==> src/rtl/gcd_engine.sv <==
// Subtractive GCD engine: IDLE -> CALC (one subtract per cycle) -> DONE.
// Optional iteration counter output is enabled by defining GCD_ITER_CNT_EN.
module gcd_engine #(
  parameter int unsigned WIDTH = 16,
  parameter int unsigned CNT_W = WIDTH + 1
) (
  input  logic             clk,
  input  logic             rst,
  input  logic             start,
  input  logic [WIDTH-1:0] a_in,
  input  logic [WIDTH-1:0] b_in,
  output logic [WIDTH-1:0] result,
`ifdef GCD_ITER_CNT_EN
  output logic [CNT_W-1:0] iter_count,
`endif
  output logic             busy,
  output logic             done
);

  typedef enum logic [1:0] {StIdle, StCalc, StDone} state_e;

  state_e           state_q, state_d;
  logic [WIDTH-1:0] a_q, a_d;
  logic [WIDTH-1:0] b_q, b_d;
  logic [WIDTH-1:0] result_q, result_d;
  logic             busy_q, busy_d;
  logic             done_q, done_d;
  logic             accept;
  logic             finish;

  always_comb begin
    state_d  = state_q;
    a_d      = a_q;
    b_d      = b_q;
    result_d = result_q;
    accept   = 1'b0;
    finish   = 1'b0;
    case (state_q)
      StIdle, StDone: begin
        if (start) begin
          accept  = 1'b1;
          a_d     = a_in;
          b_d     = b_in;
          state_d = StCalc;
        end
      end
      StCalc: begin
        // Rule order matters: zero checks first so gcd(x,0) resolves in one cycle.
        if (a_q == '0) begin
          result_d = b_q;
          finish   = 1'b1;
        end else if (b_q == '0) begin
          result_d = a_q;
          finish   = 1'b1;
        end else if (a_q == b_q) begin
          result_d = a_q;
          finish   = 1'b1;
        end else if (a_q > b_q) begin
          a_d = a_q - b_q;
        end else begin
          b_d = b_q - a_q;
        end
        if (finish) begin
          state_d = StDone;
        end
      end
      default: state_d = StIdle;
    endcase
    busy_d = (state_d == StCalc);
    done_d = (state_d == StDone);
  end

  always_ff @(posedge clk) begin
    if (rst) begin
      state_q  <= StIdle;
      a_q      <= '0;
      b_q      <= '0;
      result_q <= '0;
      busy_q   <= 1'b0;
      done_q   <= 1'b0;
    end else begin
      state_q  <= state_d;
      a_q      <= a_d;
      b_q      <= b_d;
      result_q <= result_d;
      busy_q   <= busy_d;
      done_q   <= done_d;
    end
  end

  assign result = result_q;
  assign busy   = busy_q;
  assign done   = done_q;

`ifdef GCD_ITER_CNT_EN
  logic [CNT_W-1:0] cnt_q, cnt_d;
  logic [CNT_W-1:0] iter_q, iter_d;
  logic [CNT_W-1:0] cnt_inc;

  // Saturating increment; iter_count latches the count including the final CALC cycle.
  always_comb begin
    cnt_inc = (cnt_q == {CNT_W{1'b1}}) ? cnt_q : cnt_q + 1'b1;
    cnt_d   = cnt_q;
    iter_d  = iter_q;
    if (accept) begin
      cnt_d = '0;
    end else if (state_q == StCalc) begin
      cnt_d = cnt_inc;
    end
    if (finish) begin
      iter_d = cnt_inc;
    end
  end

  always_ff @(posedge clk) begin
    if (rst) begin
      cnt_q  <= '0;
      iter_q <= '0;
    end else begin
      cnt_q  <= cnt_d;
      iter_q <= iter_d;
    end
  end

  assign iter_count = iter_q;
`endif

endmodule

==> config.mk <==
export PLATFORM = sky130hd
export DESIGN_NAME = gcd_engine
export DESIGN_NICKNAME = d
export VERILOG_FILES = /design/src/rtl/gcd_engine.sv
export SDC_FILE = /design/constraint.sdc
export NUM_CORES = 1
export LEC_CHECK = 0
export BUFFER_PORTS_ARGS = -buffer_cell sky130_fd_sc_hd__buf_2
export CORE_MARGIN = 2
export CORE_UTILIZATION = 45
export CTS_BUF_LIST = sky130_fd_sc_hd__clkbuf_4
export CTS_CLUSTER_SIZE = 20
export DETAILED_ROUTE_END_ITERATION = 6
export PLACE_DENSITY = 0.75
export SLEW_MARGIN = 10
export SYNTH_ARGS = -nofsm -noshare
export SYNTH_HDL_FRONTEND = slang
export SYNTH_SLANG_ARGS = --single-unit
==> constraint.sdc <==
create_clock -name clk -period 4.6 [get_ports clk]
set_input_delay 0.23 -clock clk [delete_from_list [all_inputs] [get_ports clk]]
set_output_delay 0.23 -clock clk [all_outputs]
set_load 0.05 [all_outputs]
==> run summary <==
largest net degree at the start of global routing -> 52
layout cell share with drive strength beyond 1 -> 14.9%
post-layout instance area -> 4480 µm²
simple-gate share of the synthesized area -> 19.7%
post-place instance area -> 4420 µm²
Max VDD drop -> 262 µV
status -> finished, final reports clean
drt initial violations -> 355
WP data required -> 4.82 ns
Post-DP HPWL -> 10.2 mm
vias in the first global route -> 3,982
Ant. Diodes -> 0
htree depth -> 2
Rows -> 35
Net Count, Synth -> 610
Worst setup EP type -> flip-flop
Cell variety after synth -> 59
minimum clock period -> 3.37 ns
CTS tree -> done
RSZ-0062 raised after global routing -> false
Max Used Layer -> met4
metal2 WL -> 6.10 mm
ys flop type -> dfxtp_1
WL met1 -> 5.43 mm
Post-Syn Instances -> 542
DRC -> 0
number of hold buffers added after cts -> 0
# resized after CTS -> 0
Post-Route WL -> 13.2 mm
XOR/XNOR Fraction of Synth Area -> 1.06%
total grt overflow -> 0
Clock Path Buffers -> 2
top cells by area, synth -> dfxtp_1 (25%), ha_1 (9.3%), a21oi_1 (8.4%), a211oi_1 (4.7%), nand2_1 (4.3%)
Yosys top cell area share -> 25.1%
clk root buf -> clkbuf_4
Seq pwr share -> 23.9%
final setup vio count -> 0
Max Cap Viol -> 0
Area Overhead vs Synth -> 7.96%
die width -> 100 µm
CP arrival -> 3.59 ns
Routability Congestion -> 0.970
Final nets -> 638
Sink Count -> 52
Slew Viols, Final -> 0
met3 routed WL -> 1.24 mm
post-synthesis adder-cell area fraction -> 10.3%
worst-path fanout max -> 16
Fin Clk Skew -> 0.00944 ns
fraction of synthesized area in multiplexers -> 2.89%
Synth Area per Inst -> 7.66 µm²
Post-CTS Setup Inserts -> 0
initial cell density of the core -> 45.6%
Max Clk Rate -> 297 MHz
DR pass1 iterations -> 5
via/cell ratio -> 6.41
sequential share of the synthesized area -> 25.1%
main combinational cell family by area after synthesis -> compound AO/OA/AOI/OAI gates
Die H -> 100 µm
Power per Cell Area -> 637 nW/µm²
#FFs+latches synth -> 52
period utilisation layout -> 73.2%
DR vias -> 4,369
most frequent cells in the layout -> a21oi_1 (70), dfxtp_1 (52), buf_2 (52)
leading cell type in the layout, fill and taps excluded -> a21oi_1
Final Hold Fails -> 0
total CTS buffers -> 5
Clock power frac -> 7.2%
initial antenna violation count -> 0
Total Neg Setup Slack -> 0 ns
mapped cell area -> 4150 µm²
die area -> 10,000 µm²
Tot GR Track Use -> 26.8%
P_sw -> 1530 µW
Slew headroom -> 24.9%
Internal -> 1330 µW
Startpoint Class -> flip-flop
Antenna Violating Nets Remaining -> 0
Crit Path Category -> reg -> reg
Ys Warns -> 0
core area -> 9110 µm²
clock latency on the worst-skew pair -> 0.37 ns
worst min path class -> in -> reg
global-route wire length before repair -> 21.2 mm
Least-Margin Pin Slew -> 1.12 ns
share of flip-flops with an asynchronous set or reset -> 0%
sw frac -> 53.5%
post-synth top area cell -> dfxtp_1
Post-synth EDFFs -> 0
Synth Area in Compound Gates -> 33.2%
clock-pin slew on the worst setup and hold paths -> 0.15 ns
routed len/inst -> 19.4 µm
I/O pin total -> 53
Comb pwr share -> 69.0%
Lkg Pwr -> 0.00183 µW
buffers added on ports -> 52
-- cell families after synthesis --
group                      Yosys count
DFF                                 52
muxes                               12
xor gates and xnor gates             5
AOI/OAI and AO/OA                  197
and+or+nand+nor                    169
buffers and inverters               74
adders and majority gates           33
-- state kept, by name (all words and copies together), names as in the netlist --
register	flops
a_q	16
b_q	16
result	16
state_q	2
busy	1
done	1
-- worst max-delay path, cell delays in order, from the launching register on --
cell      delay, ns
dfxtp_1        0.50
inv_1          0.08
ha_1           0.24
fa_1           0.41
nand2b_1       0.20
a211oi_1       0.32
o21ai_0        0.30
a41oi_2        0.28
and2_1         0.69
a311oi_2       0.20
-- metal layers --
layer	up-vias	global-route usage (%)
met3	44	3.83
met1	2007	37.2
met4	0	8.11
met5	-	0
met2	249	43.2
li1	2069	-
-- through the flow --
step	setup WS, ns	std cells	hold WS, ns	utilization, %	total power, µW
6_report	1.23	682	0.102	49.2	2850
3_5_place_dp	1.34	674	0.488	48.6	2590
5_1_grt	1.03	682	0.123	49.2	3060
2_1_floorplan	1.97	542	0.390	-	2110
4_1_cts	1.31	682	0.103	49.2	2800
3_3_place_gp	1.42	674	0.486	48.6	2570
-- path summary, 6_finish.rpt --
kind,start,end,slack [ns],cells past startpoint
worst max-delay path,a_q[0],a_q[3],1.23,9
worst min-delay path,b_in[11],b_q[11],0.10,3
worst max register to register,a_q[0],a_q[3],1.23,9
worst min register to register,result[14],result[14],0.50,2
-- area by class of cell --
type	instances	area (µm²)
fillers	945	4630
multi-input cells	416	2800
clock inverters	3	18.8
repair buffers	59	313
clock buffers	5	37.5
well taps	111	139
inverters	36	135
flip-flops and latches	52	1040
-- Yosys cell counts, drive strengths merged (10+ instances only) --
cell    instances
a21oi          70
dfxtp          52
nand2          47
nor2           47
inv            36
a211oi         33
ha             31
clkbuf         21
o21ai          20
a311oi         19
buf            17
mux2i          12
nand3          11
a21o           10
and2           10
nand4          10
-- power groups by stage --
stage | sequential (µW) | combinational [µW] | clock, µW
floorplan | 681 | 1430 | 0
global placement | 684 | 1890 | 0
detailed placement | 686 | 1910 | 0
CTS | 675 | 1920 | 204
global route | 694 | 2150 | 224
finish | 681 | 1970 | 204
(Power assumes the default switching activity.)
